===== src/rtl/in_reg_pkg.sv =====
// Shared definitions for the AP3 IO input capture path.
package in_reg_pkg;

  // Filter state: STABLE = filtered value settled, QUALIFY = candidate change being counted
  typedef enum logic {
    STABLE  = 1'b0,
    QUALIFY = 1'b1
  } filt_state_t;

  localparam int IN_REG_SYNC_STAGES = 2;
  localparam int IN_REG_FILT_W      = 4;

endpackage


===== src/rtl/in_reg_sync.sv =====
// Reset-valued synchronizer chain for a raw pad input; reusable for any AP3 IO input.
module in_reg_sync #(
  parameter int   STAGES  = 2,
  parameter logic RST_VAL = 1'b0
) (
  input  logic clk,
  input  logic rst,
  input  logic d,
  output logic q
);

  logic [STAGES-1:0] s;

  // Shift the asynchronous input through the chain; stage 0 is the capture flop
  always_ff @(posedge clk) begin
    if (!rst) begin
      s <= {STAGES{RST_VAL}};
    end else begin
      s <= {s[STAGES-2:0], d};
    end
  end

  assign q = s[STAGES-1];

endmodule


===== src/rtl/in_reg_filter.sv =====
// Input capture register: synchronizer, glitch qualification filter, edge pulses and bypass mux.
//
//   state   | meaning
//   --------+------------------------------------------------------------
//   STABLE  | filt_q matches the synchronized input, cnt held at 0
//   QUALIFY | synchronized input differs from filt_q, cnt counts mismatches
module in_reg_filter
  import in_reg_pkg::*;
#(
  parameter int   SYNC_STAGES = IN_REG_SYNC_STAGES,
  parameter int   FILT_W      = IN_REG_FILT_W,
  parameter logic RST_VAL     = 1'b0
) (
  input  logic              clk,
  input  logic              rst,
  input  logic              dataIn,
  input  logic              sel,
  input  logic [FILT_W-1:0] filt_len,
  output logic              dataOut,
  output logic              rise,
  output logic              fall,
  output logic              busy
);

  localparam logic [FILT_W-1:0] CNT_ONE = FILT_W'(1);

  logic              s_out;
  logic              filt_q;
  logic [FILT_W-1:0] cnt;
  filt_state_t       state;

  in_reg_sync #(
    .STAGES  (SYNC_STAGES),
    .RST_VAL (RST_VAL)
  ) u_sync (
    .clk (clk),
    .rst (rst),
    .d   (dataIn),
    .q   (s_out)
  );

  // Qualify changes of the synchronized input; filt_len is read live, so lowering it
  // below the running count makes the next mismatching edge accept the change.
  always_ff @(posedge clk) begin
    if (!rst) begin
      state  <= STABLE;
      cnt    <= '0;
      filt_q <= RST_VAL;
      rise   <= 1'b0;
      fall   <= 1'b0;
    end else begin
      rise <= 1'b0;
      fall <= 1'b0;
      case (state)
        STABLE: begin
          if (s_out != filt_q) begin
            if (filt_len == '0) begin
              filt_q <= s_out;
              cnt    <= '0;
              rise   <= s_out;
              fall   <= !s_out;
            end else begin
              cnt   <= CNT_ONE;
              state <= QUALIFY;
            end
          end
        end
        QUALIFY: begin
          if (s_out == filt_q) begin
            cnt   <= '0;
            state <= STABLE;
          end else if (cnt >= filt_len) begin
            filt_q <= s_out;
            cnt    <= '0;
            state  <= STABLE;
            rise   <= s_out;
            fall   <= !s_out;
          end else begin
            cnt <= cnt + CNT_ONE;
          end
        end
        default: begin
          cnt   <= '0;
          state <= STABLE;
        end
      endcase
    end
  end

  assign busy = (state == QUALIFY);

  // Bypass is purely combinational so timing-critical inputs skip the synchronizer
  assign dataOut = sel ? dataIn : filt_q;

endmodule


===== config.mk =====
export PLATFORM = sky130hd
export DESIGN_NAME = in_reg_filter
export DESIGN_NICKNAME = d
export VERILOG_FILES = /design/src/rtl/in_reg_pkg.sv /design/src/rtl/in_reg_sync.sv /design/src/rtl/in_reg_filter.sv
export SDC_FILE = /design/constraint.sdc
export NUM_CORES = 1
export LEC_CHECK = 0
export ABC_AREA = 1
export BUFFER_PORTS_ARGS = -buffer_cell sky130_fd_sc_hd__buf_2
export CAP_MARGIN = 30
export CORE_AREA = 2 2 39 41
export DETAILED_ROUTE_END_ITERATION = 10
export DIE_AREA = 0 0 41 43
export PLACE_DENSITY = 0.78
export SYNTH_ARGS = -nofsm -noshare
export SYNTH_HDL_FRONTEND = slang
export SYNTH_SLANG_ARGS = --single-unit

===== constraint.sdc =====
create_clock -name clk -period 1.2 [get_ports clk]
set_input_delay 0.12 -clock clk [delete_from_list [all_inputs] [get_ports clk]]
set_output_delay 0.12 -clock clk [all_outputs]
set_load 0.01 [all_outputs]

Yosys cells after proc, flatten, opt, wreduce, memory -nomap -nowiden --
Index checks and enable logic that the tools add are counted. W data, S select, Z words.
Operators by class: $add $sub $neg 1, order comparisons 1, equality and inequality tests 6, multiplexer cells 26, bitwise operators 1, reductions and logical operators 3
Operator list (count):
- $mux W1 | 18
- $mux W4 | 3
- $pmux W1 S2 | 4
- $pmux W4 S2 | 1
- $ne A2 B2 Y1 const B | 3
- $add A4 B1 Y4 const B | 1
- $ge A4 B4 Y1 | 1
- $logic_not A4 Y1 | 1
- $reduce_and A4 Y1 | 1
- $ne A2 B1 Y1 const B | 1
- $eq A1 B1 Y1 | 1
- $logic_not A1 Y1 | 1
- $ne A1 B1 Y1 | 1
- $not A1 Y1 | 1
Storage, ports and cells: bits in registers 10, input bits 8, output and inout bits 4, word-level logic and storage cells 44

Depth between registers and ports, before layout --
Gate-level depths: netlist of run 1.
depth in word-level cells 4, depth in mapped cells 11, mapped depth without buffers 11

Modules after synthesis --
A second synthesis of run 1 with hierarchy kept.
Second synthesis, totals: cells, all modules 75, area, all modules 554.3 um^2
Modules (own cells, without submodules):
- in_reg_filter | instances 1, cells an instance 69, area an instance 499.2 um^2, sequential area each 160.2 um^2
- in_reg_sync | instances 1, cells an instance 6, area an instance 55.1 um^2, sequential area each 40.0 um^2

Worst setup path before layout of run 1 --
Ideal clock, no wire load.
path type flip-flop to flip-flop, from register cnt[0], to register filt_q, library setup time 0.113 ns, arrival 1.181 ns, data required time 1.087 ns, slack -0.094 ns, stages on the path, launching flop included 12, buffers on the path 0, clock period less this slack 1.294 ns, cells stage by stage dfxtp_1 -> inv_1 -> ha_1 -> inv_1 -> nand2_1 -> nand2_1 -> nand2_1 -> nand2_1 -> nand2_2 -> nand2_2 -> nand3_1 -> nand2_1
On the way: cells in the longest elaborated chain, start to end 3
RTL lines:
- start: declaration | RTL line in_reg_filter.sv:29 | logic [FILT_W-1:0] cnt;
- start signal: assignment | RTL line in_reg_filter.sv:79 | cnt <= cnt + CNT_ONE;
- $ge A4 B4 Y1 | RTL line in_reg_filter.sv:72 | end else if (cnt >= filt_len) begin
- $ne A2 B1 Y1 (no line)
- $reduce_and A4 Y1 (no line)
- end signal: assignment | RTL line in_reg_filter.sv:58 | filt_q <= s_out;
- end signal: assignment | RTL line in_reg_filter.sv:73 | filt_q <= s_out;
- end: declaration | RTL line in_reg_filter.sv:28 | logic filt_q;
No other way between the ends. A chain may end at the register's enable or synchronous reset.

Worst setup path in the final report of run 1 --
Ends and elaborated chain as after synthesis.

==> results of run 1 <==
==> worst max-delay path by stage <==
stage	startpoint	endpoint	slack, ps	cells past startpoint
final	cnt[0]	filt_q	-60	11
after global routing	cnt[0]	filt_q	-160	11
after CTS	cnt[0]	filt_q	-60	11
after detailed placement	cnt[0]	fall	-60	10
after global placement	cnt[0]	fall	-40	10
after floorplan	cnt[0]	filt_q	-20	11
==> stage by stage <==
| stage | hold slack, ps | setup TNS (ps) | cell area (um2) | worst slack, ps | util |
|---|---|---|---|---|---|
| 2_1_floorplan | 213 | -24.7 | 589 | -20.9 | - |
| 3_3_place_gp | 314 | -86.6 | 709 | -43.0 | 0.513 |
| 3_5_place_dp | 322 | -154 | 709 | -62.3 | 0.513 |
| 4_1_cts | 54.3 | -143 | 744 | -57.2 | 0.538 |
| 5_1_grt | 54.9 | -1090 | 777 | -163 | 0.561 |
| 6_report | 61.3 | -168 | 777 | -58.7 | 0.561 |
==> cell type report <==
class / count / area, um2
inverter: 17 / 63.8
fill: 146 / 607
sequential: 10 / 201
tap: 16 / 20.0
timing repair buffer: 19 / 115
clock buffer: 3 / 22.5
multi-input combinational: 50 / 354
==> cells in the mapped netlist <==
master   count  area (um2)
nand4_1      6        37.5
nand2_2      4        25.0
nand2_4      1        11.3
o21ai_1      1        5.00
nor2_1       1        3.75
ha_1         5        62.6
inv_2        2        7.51
nor2_4       1        11.3
a21oi_4      1        16.3
dfxtp_1     10         200
o21ai_0      1        5.00
xor2_1       1        8.76
nor3_1       2        10.0
inv_1       15        56.3
nand3_1      3        15.0
a21oi_1      5        25.0
nand2_1     18        67.6
==> tightest hold or removal path: stages <==
cell     delay, ps
buf_2           90
nand2_1         40
inv_1           40
==> power breakdown <==
group | switching, mW | internal, mW | leakage, nW | total, mW
logic | 0.0661 | 0.0529 | 0.301 | 0.119
clock network | 0.0979 | 0.115 | 0.0138 | 0.213
registers | 0.00471 | 0.340 | 0.0816 | 0.345
==> flip-flops by register name, indices dropped and copies added, names as in the netlist <==
name and flops:
rise 1, busy 1, cnt 4, fall 1, filt_q 1, u_sync.s 2
==> routing by layer <==
| metal | share of wire | global-route usage | wire (um) | vias up |
|---|---|---|---|---|
| li1 | - | - | - | 291 |
| met1 | 0.41 | 0.173 | 467 | 243 |
| met2 | 0.52 | 0.228 | 585 | 14 |
| met3 | 0.049 | 0.0157 | 56 | 3 |
| met4 | 0.020 | 0.0800 | 23 | 0 |
| met5 | 0 | 0 | 0 | - |
==> timing repair <==
action	4_1_cts	5_1_grt
pin swaps	3	6
gates resized for setup	2	6
cloned	0	0
endpoints found under the hold margin	0	0
setup buffers	1	1
setup endpoints to repair	3	8
==> logic make-up after synthesis <==
kind of cell | after synthesis | synth area share
AO/OA/AOI/OAI | 8 | 0.0903
buffers and inverters | 17 | 0.112
adder cells (fa/ha/maj) | 5 | 0.110
flip-flops | 10 | 0.352
XOR/XNOR | 1 | 0.0154
AND/OR/NAND/NOR | 36 | 0.319
==> results.md, run 1 <==
- Status: finished with violations
- Failing checks: negative setup slack
- Number of antenna violations at the first check in global routing: 0
- Post-synthesis sequential area ratio: 0.352
- Crit-path leading delay family: simple AND/OR/NAND/NOR gates
- Std-Cell Core Area: around 1400 um2
- DRT Pass-1 Iters: 2
- Largest net degree at the start of global routing: 8
- PwrDens: 871 nW/um2
- Clk sinks: 10
- P_leak: 0.396 nW
- CP arrival: between 1000 and 1500 ps
- Max FO, Critical Path: 5
- Max stage delay on crit path: 330 ps
- Number of remaining DRC errors: 0
- Placed cells: 110
- Clock transition at the registers of the reported paths: roughly 60 ps
- Ports: 12
- Reg2reg setup slack: -60 ps
- Initial Util: 0.410
- Share of layout cells above drive strength 1: 0.424
- Endpoints failing setup: 7
- Syn avg cell area: ~7.4 um2
- Worst-Skew Late Latency: ~260 ps
- Vias in the first global route: 469
- Critical Path, Cell by Cell: inv_2 -> ha_4 -> inv_2 -> nand2_2 -> nand2_1 -> nand2_1 -> nand2_2 -> nand2_4 -> nand2_4 -> nand3_2 -> nand2_1
- Root Buffer Master: clkbuf_4
- Antenna-violating nets left: 0
- Area Overhead vs Synth: 36.8%
- Hold Violations, Final: 0
- Post-synthesis cell area: between 500 and 600 um2
- Ant. Diodes: 0
- Fin crit period: roughly 1300 ps
- Fmax: just under 0.8 GHz
- CP Class: reg -> reg
- H-tree depth: 1
- Drt wl/cell: ~9.8 um
- Max-cap violations: 0
- Grt total ovfl: 0
- Post-Syn Nets: 90
- RSZ-0062 raised after global routing: yes
- PortBufs: 11
- GPL Wtd Cong: between 0.7 and 0.8
- Worst flop-to-flop path startpoint: cnt[0]
- CTS tree: built
- Most common cell after layout, fill and taps aside: nand2_1
- Leading cell types in the layout, fill and taps excluded: nand2_1, inv_1, buf_2
- Period utilization: 1.05
- Pin slew with the least headroom to its limit: approximately 240 ps
- DR vias/cell: roughly 4.8
- Worst reg2reg endpoint: filt_q
- Worst Path Buf+Inv: 2
- Hold_buf cts: 0
- Final nets: between 100 and 150
- Vias: around 550
- GRT Resource Usage Total: 0.142
- CP Launch Type: register
- Post-Syn Instances: between 70 and 80
- Synth warnings: 0
- CP Capture Type: register
- Final Non-Filler Cells: approximately 120
- First-pass GRT wire length: ~1700 um
- Total power: roughly 0.68 mW
- Setup ws final: -58.7 ps
- Synth cell types: 17
- Rows: 14
- #FFs+latches synth: 10
- Slew Limit Fails: 0
- Die W: between 40 and 50 um
- Most used cell, CP: nand2_1
- Full die area: 1760 um2
- Hold path startpoint: dataIn
- Clk buf depth: 2
- Die H: ~43 um
- Worst hold path depth: 3
- Clock Skew: between 4 and 5 ps
- Min-Delay Path Class: in -> reg
- R2r worst-path depth: 11
- Slowest-stage cell, CP: dfxtp_2
- CP required: between 1000 and 1500 ps
- Rel. slew slack: 0.842
- CTS Buf Count: 3
- Hold Path Sink: u_sync.s[0]
- Final WL: 1130 um
- VDD IR max: slightly above 0.7 mV
- 1st-iter DRT viols: 4
- Dpl hpwl: 890 um
(Power assumes the default switching activity.)
==> run 2: changes to the inputs <==
--- a/config.mk
+++ b/config.mk
@@ -11,7 +11,7 @@
 export CORE_AREA = 2 2 39 41
 export DETAILED_ROUTE_END_ITERATION = 10
 export DIE_AREA = 0 0 41 43
-export PLACE_DENSITY = 0.78
+export PLACE_DENSITY = 0.64
 export SYNTH_ARGS = -nofsm -noshare
 export SYNTH_HDL_FRONTEND = slang
 export SYNTH_SLANG_ARGS = --single-unit
==> run 2 against run 1 <==
Compared with the run above: the flow still finishes with violations (negative setup slack); global-route usage rose by 2.5 points; utilization rose by 1.5 points; via count rose by 0.73%; clock power rose by 38%; setup slack improved by 12 ps; hold slack got worse by 11 ps; combinational power rose by 3%; fmax rose by 0.99%; sequential power barely moved.
==> results.md, run 2 (synthesized netlist as in run 1, its figures left out) <==
- Pin slew with the least headroom to its limit: 242 ps (was 236 ps)
- Period utilization: 1.04 (was 1.05)
- Drt wl/cell: 10.5 um (was 9.84 um)
- Reg2reg setup slack: -50 ps (was -60 ps)
- DR vias/cell: 4.87 (was 4.79)
- Endpoints failing setup: 3 (was 7)
- Fmax: 0.802 GHz (was 0.794 GHz)
- CP required: 1360 ps (was 1350 ps)
- Hold_buf cts: 0 (unchanged)
- Most flop-heavy register: cnt (unchanged)
- Combinational Power Share: 0.161 (was 0.176)
- PortBufs: 11 (unchanged)
- Largest register FFs: 4 (unchanged)
- Area occupied by multi-input gates: 377 um2 (was 354 um2)
- Min-Delay Path Class: in -> reg (unchanged)
- Std-Cell Core Area: 1380 um2 (unchanged)
- Design Area, Final: 798 um2 (was 777 um2)
- Crit-path leading delay family: simple AND/OR/NAND/NOR gates (unchanged)
- Worst Hold Slack: 50.7 ps (was 61.3 ps)
- CTS tree: built (unchanged)
- CP Class: reg -> reg (unchanged)
- Critical Path, Cell by Cell: inv_2 -> ha_4 -> inv_2 -> nand2_2 -> nand2_2 -> nand2_2 -> nand2_4 -> nand2_4 -> nand2_4 -> nand3_2 -> nand2_1 (was inv_2 -> ha_4 -> inv_2 -> nand2_2 -> nand2_1 -> nand2_1 -> nand2_2 -> nand2_4 -> nand2_4 -> nand3_2 -> nand2_1)
- Clk pwr share: 0.385 (was 0.314)
- CP Launch Type: register (unchanged)
- Flop pwr share: 0.454 (was 0.510)
- Worst Path Buf+Inv: 2 (unchanged)
- Max stage delay on crit path: 330 ps (about the same)
- Leading cell types in the layout, fill and taps excluded: nand2_1, inv_1, buf_2 (unchanged)
- GPL Wtd Cong: 0.777 (was 0.782)
- Vias in the first global route: 507 (was 469)
- Initial Util: 0.410 (unchanged)
- Dpl hpwl: 885 um (was 890 um)
- Pre-CTS WS: -82.0 ps (was -62.3 ps)
- CTS Buf Count: 3 (unchanged)
- Max-cap violations: 0 (unchanged)
- Rows: 14 (unchanged)
- Area Overhead vs Synth: 40.5% (was 36.8%)
- Number of remaining DRC errors: 0 (unchanged)
- Die W: 41 um (unchanged)
- P_leak: 0.400 nW (was 0.396 nW)
- Share of layout cells above drive strength 1: 0.449 (was 0.424)
- Net Switching: 0.186 mW (was 0.169 mW)
- Rel. slew slack: 0.838 (was 0.842)
- Cell-internal power: 0.576 mW (was 0.508 mW)
- Net Sw Frac: 0.244 (was 0.249)
- Vias: 555 (was 551)
- Worst-Skew Late Latency: 260 ps (about the same)
- Setup TNS: -63.1 ps (was -168 ps)
- DRT Pass-1 Iters: 4 (was 2)
- Final nets: 112 (was 114)
- Biggest regs: cnt: 4 flops, u_sync.s: 2 flops (unchanged)
- PwrDens: 954 nW/um2 (was 871 nW/um2)
- Die H: 43 um (unchanged)
- VDD IR max: 0.745 mV (was 0.725 mV)
- First-pass GRT wire length: 1980 um (was 1730 um)
- Root Buffer Master: clkbuf_4 (unchanged)
- RSZ-0062 raised after global routing: yes (unchanged)
- Setup ws final: -46.4 ps (was -58.7 ps)
- Largest net degree at the start of global routing: 8 (unchanged)
- Antenna-violating nets left: 0 (unchanged)
- Slowest-stage cell, CP: dfxtp_2 (unchanged)
- Most common cell after layout, fill and taps aside: nand2_1 (unchanged)
- DP Area: 694 um2 (was 709 um2)
- Status: finished with violations (unchanged)
- Failing checks: negative setup slack (unchanged)
- CP arrival: 1400 ps (was 1410 ps)
- Ant. Diodes: 0 (unchanged)
- GRT Resource Usage Total: 0.167 (was 0.142)
- Final WL: 1200 um (was 1130 um)
- Grt total ovfl: 0 (unchanged)
- CP Capture Type: register (unchanged)
- Ports: 12 (unchanged)
- Max FO, Critical Path: 5 (unchanged)
- Full die area: 1760 um2 (unchanged)
- Clock transition at the registers of the reported paths: 60 ps (about the same)
- Number of antenna violations at the first check in global routing: 0 (unchanged)
- 1st-iter DRT viols: 8 (was 4)
- Fin crit period: 1250 ps (was 1260 ps)
- Reg area: 201 um2 (unchanged)
- Clock Skew: 1.35 ps (was 4.44 ps)
- H-tree depth: 1 (unchanged)
- Total power: 0.762 mW (was 0.677 mW)
- Clk sinks: 10 (unchanged)
- Clk buf depth: 2 (unchanged)
- Hold Violations, Final: 0 (unchanged)
- Filler instances: 135 (was 146)
- Slew Limit Fails: 0 (unchanged)
[run 2: what timing repair did]
| item | CTS | global route |
|---|---|---|
| pin swaps | 1 | 5 |
| setup buffers | 1 | 1 |
| gates resized for setup | 2 | 10 |
| setup endpoints to repair | 4 | 8 |
| hold endpoints to repair | 0 | 0 |
[run 2: per-stage QoR]
step           std cells  utilization
2_1_floorplan         77            -
3_3_place_gp         108        0.502
3_5_place_dp         108        0.502
4_1_cts              113        0.542
5_1_grt              114        0.577
6_report             114        0.577
[run 2: routing by layer]
metal	wire length [um]	track usage	up-vias
met5	0	0	-
met4	19	0.0800	0
met3	45	0.0628	2
met2	593	0.266	11
met1	536	0.184	255
li1	-	-	287
[run 2: final cells by class]
class                      instances  share of cell area
inverter                          17              0.0799
sequential                        10               0.252
clock buffer                       4              0.0455
timing repair buffer              17               0.125
multi-input combinational         50               0.472
tap                               16              0.0251
[run 2: power by group through the flow]
stage | sequential (mW) | combinational (mW) | clock [mW]
2_1_floorplan | 0.355 | 0.0584 | 0
3_3_place_gp | 0.353 | 0.0940 | 0
3_5_place_dp | 0.353 | 0.0964 | 0
4_1_cts | 0.346 | 0.105 | 0.301
5_1_grt | 0.346 | 0.141 | 0.313
6_report | 0.346 | 0.123 | 0.293
[run 2: path summary, 6_finish.rpt]
check,cells after the start,to,start
hold reg to reg,2,u_sync.s[1],u_sync.s[0]
hold / removal,3,u_sync.s[0],dataIn
setup / recovery,11,filt_q,cnt[0]
setup reg to reg,11,filt_q,cnt[0]
[run 2: worst reg2reg max path, stage by stage (launching register included)]
cell and delay [ps]:
dfxtp_2 330, inv_2 50, ha_4 250, inv_2 30, nand2_2 50, nand2_2 50, nand2_2 70, nand2_4 80
nand2_4 90, nand2_4 60, nand3_2 60, nand2_1 40
==> run 3: changes to the inputs <==
--- a/config.mk
+++ b/config.mk
@@ -5,13 +5,13 @@
 export SDC_FILE = /design/constraint.sdc
 export NUM_CORES = 1
 export LEC_CHECK = 0
-export ABC_AREA = 1
+export ABC_AREA = 0
 export BUFFER_PORTS_ARGS = -buffer_cell sky130_fd_sc_hd__buf_2
 export CAP_MARGIN = 30
 export CORE_AREA = 2 2 39 41
 export DETAILED_ROUTE_END_ITERATION = 10
 export DIE_AREA = 0 0 41 43
-export PLACE_DENSITY = 0.64
+export PLACE_DENSITY = 0.59
 export SYNTH_ARGS = -nofsm -noshare
 export SYNTH_HDL_FRONTEND = slang
 export SYNTH_SLANG_ARGS = --single-unit
==> run 3 against run 2 <==
Compared with the run above: the flow still finishes with violations (negative setup slack); combinational power about the same; die area unchanged; critical path type unchanged; setup slack worse by 170 ps; global-route usage down 0.64 points; critical endpoint unchanged; highest routed layer unchanged; clock skew down 1.0 ps.
==> results.md, run 3 <==
- PortBufs: 11 (unchanged)
- Full die area: 1760 um2 (unchanged)
- Biggest regs: cnt: 4 flops, u_sync.s: 2 flops (unchanged)
- Clock transition at the registers of the reported paths: 60 ps (about the same)
- #FFs+latches synth: 10 (unchanged)
- H-tree depth: 1 (unchanged)
- Worst Path Buf+Inv: 1 (was 2)
- Rows: 14 (unchanged)
- Antenna-violating nets left: 0 (unchanged)
- Dpl hpwl: 969 um (was 885 um)
- DRT Pass-1 Iters: 4 (unchanged)
- Slew Limit Fails: 0 (unchanged)
- Largest register FFs: 4 (unchanged)
- GPL Wtd Cong: 0.772 (was 0.777)
- Crit path launch: cnt[0] (unchanged)
- RSZ-0062 raised after global routing: yes (unchanged)
- Worst flop-to-flop path startpoint: cnt[0] (unchanged)
- Post-synth top area share: 0.394 (was 0.352)
- Slowest-stage cell, CP: dfxtp_2 (unchanged)
- Top post-synthesis cells by count: dfxtp_1, nand2_1, ha_1, inv_1, nor2_1 (was nand2_1, inv_1, dfxtp_1)
- Clk sinks: 10 (unchanged)
- Ports: 12 (unchanged)
- Leading cell types in the layout, fill and taps excluded: buf_2, buf_4, nand2_1, dfxtp_1 (was nand2_1, inv_1, buf_2)
- CTS Buf Count: 3 (unchanged)
- Max stage delay on crit path: 340 ps (was 330 ps)
- Worst-Skew Late Latency: 260 ps (about the same)
- Endpoints failing setup: 9 (was 3)
- Placed cells: 91 (was 108)
- Wire length on met3: 43 um (was 45 um)
- CP Class: reg -> reg (unchanged)
- R2r worst-path depth: 6 (was 11)
- Grt total ovfl: 0 (unchanged)
- Initial Util: 0.367 (was 0.410)
- Number of remaining DRC errors: 0 (unchanged)
- Total power: 0.769 mW (was 0.762 mW)
- Vias in the first global route: 481 (was 507)
- Met1 Wirelength: 468 um (was 536 um)
- Main flop type after synthesis: dfxtp_1 (unchanged)
- Root Buffer Master: clkbuf_4 (unchanged)
- GRT Resource Usage Total: 0.161 (was 0.167)
- P_leak: 0.353 nW (was 0.400 nW)
- Worst hold path depth: 2 (was 3)
- Syn avg cell area: 9.41 um2 (was 7.38 um2)
- Setup ws final: -213 ps (was -46.4 ps)
- Area leader, netlist: dfxtp_1 (unchanged)
- Final nets: 95 (was 112)
- Number of synthesized flops with an enable pin: 0 (unchanged)
- Clock Skew: 0.315 ps (was 1.35 ps)
- CP arrival: 1610 ps (was 1400 ps)
- Pin slew with the least headroom to its limit: 321 ps (was 242 ps)
- Largest cells by area after synthesis: dfxtp_1, ha_1, nand2_1 (was dfxtp_1, nand2_1, ha_1)
- Critical Path, Cell by Cell: inv_2 -> ha_4 -> nor3b_4 -> o211a_4 -> nor2_4 -> mux2i_1 (was inv_2 -> ha_4 -> inv_2 -> nand2_2 -> nand2_2 -> nand2_2 -> nand2_4 -> nand2_4 -> nand2_4 -> nand3_2 -> nand2_1)
- VDD IR max: 0.576 mV (was 0.745 mV)
- Vias: 508 (was 555)
- Std-Cell Core Area: 1380 um2 (unchanged)
- DR vias/cell: 5.24 (was 4.87)
- Post-Syn Nets: 67 (was 90)
- Most common cell in the netlist: dfxtp_1 (was nand2_1)
- Hold Violations, Final: 0 (unchanged)
- PwrDens: 958 nW/um2 (was 954 nW/um2)
- Period utilization: 1.18 (was 1.04)
- Drt wl/cell: 12.5 um (was 10.5 um)
- Ant. Diodes: 0 (unchanged)
- Clk buf depth: 2 (unchanged)
- Post-layout util: 0.580 (was 0.577)
- Synth cell types: 23 (was 17)
- Area Overhead vs Synth: 58.1% (was 40.5%)
- CP required: 1390 ps (was 1360 ps)
- Largest net degree at the start of global routing: 9 (was 8)
- Post-synthesis sequential area ratio: 0.394 (was 0.352)
- Critical path depth: 6 (was 11)
- Ys async rst share: 0 (unchanged)
- Final WL: 1210 um (was 1200 um)
- Most flop-heavy register: cnt (unchanged)
- 1st-iter DRT viols: 3 (was 8)
- Share of layout cells above drive strength 1: 0.531 (was 0.449)
- Die H: 43 um (unchanged)
- Die W: 41 um (unchanged)
- CP Capture Point: filt_q (unchanged)
- Reg2reg setup slack: -210 ps (was -50 ps)
- CP Launch Type: register (unchanged)
- Synth warnings: 0 (unchanged)
- Worst reg2reg endpoint: filt_q (unchanged)
- Min-Delay Path Class: in -> reg (unchanged)
- CP Capture Type: register (unchanged)
- WL met2: 674 um (was 593 um)
- Max FO, Critical Path: 7 (was 5)
- Rel. slew slack: 0.786 (was 0.838)
- Fin crit period: 1410 ps (was 1250 ps)
- Setup TNS: -1530 ps (was -63.1 ps)
- Status: finished with violations (unchanged)
- Final Non-Filler Cells: 97 (was 114)
- Uppermost routed layer: met4 (unchanged)
- Fmax: 0.708 GHz (was 0.802 GHz)
- CTS tree: built (unchanged)
- Post-synthesis cell area: 508 um2 (was 568 um2)
- Max-cap violations: 0 (unchanged)
- Failing checks: negative setup slack (unchanged)
- Number of antenna violations at the first check in global routing: 0 (unchanged)
- Hold_buf cts: 0 (unchanged)
- Crit-path leading delay family: flip-flops (was simple AND/OR/NAND/NOR gates)
- Post-Syn Instances: 54 (was 77)
- First-pass GRT wire length: 1870 um (was 1980 um)
[run 3: cell count changes after synthesis, sizes merged, moves of 2 or more]
| cell | change |
|---|---|
| nand2 | -17 |
| inv | -12 |
| a21oi | -6 |
| nand4 | -5 |
| nor2 | +4 |
| a31oi | +2 |
| and2 | +2 |
| and4b | +2 |
| nand4b | +2 |
| nor3 | -2 |
| o21ai | -2 |
[run 3: cell families after synthesis]
group | Yosys count | synth area share
AND/OR/NAND/NOR | 24 | 0.264
flip-flops | 10 | 0.394
AO/OA/AOI/OAI | 7 | 0.108
buffers and inverters | 5 | 0.0369
adder cells (fa/ha/maj) | 5 | 0.123
multiplexers | 2 | 0.0419
XOR/XNOR | 1 | 0.0320
[run 3: report_power, final]
| group | switching (mW) | internal, mW |
|---|---|---|
| sequential | 0.00545 | 0.340 |
| combinational | 0.0598 | 0.0657 |
| clock | 0.114 | 0.184 |
[run 3: cell type report]
class,count,area [um2]
clock buffers,4,36.3
fillers,128,581
inverters,5,18.8
multi-input cells,39,374
flip-flops and latches,10,205
well taps,16,20.0
repair buffers,23,149
[run 3: how the worst min path moves through the flow]
stage | from | endpoint | slack (ps)
3_5_place_dp | dataIn | u_sync.s[0] | 340
5_1_grt | dataIn | u_sync.s[0] | 60
6_report | dataIn | u_sync.s[0] | 70
3_3_place_gp | dataIn | u_sync.s[0] | 340
4_1_cts | dataIn | u_sync.s[0] | 60
2_1_floorplan | rst | busy | 240
[run 3: metrics by stage]
stage	setup WS, ps	cell area [um2]	hold slack (ps)
finish	-213	803	68.9
global placement	-167	719	343
CTS	-194	791	63.3
global route	-254	803	55.5
detailed placement	-190	719	342
floorplan	-147	569	239
[run 3: layer usage]
layer  vias to the layer above  global-route usage
li1                        252                   -
met1                       240               0.170
met2                        13               0.278
met3                         3              0.0314
met4                         0              0.0800
met5                         -                   0
[run 3: timing repair]
action                                  4_1_cts  5_1_grt
pin swaps                                     3        4
endpoints found under the setup margin        9        9
resized for setup                             3        3
buffers inserted                              2        0
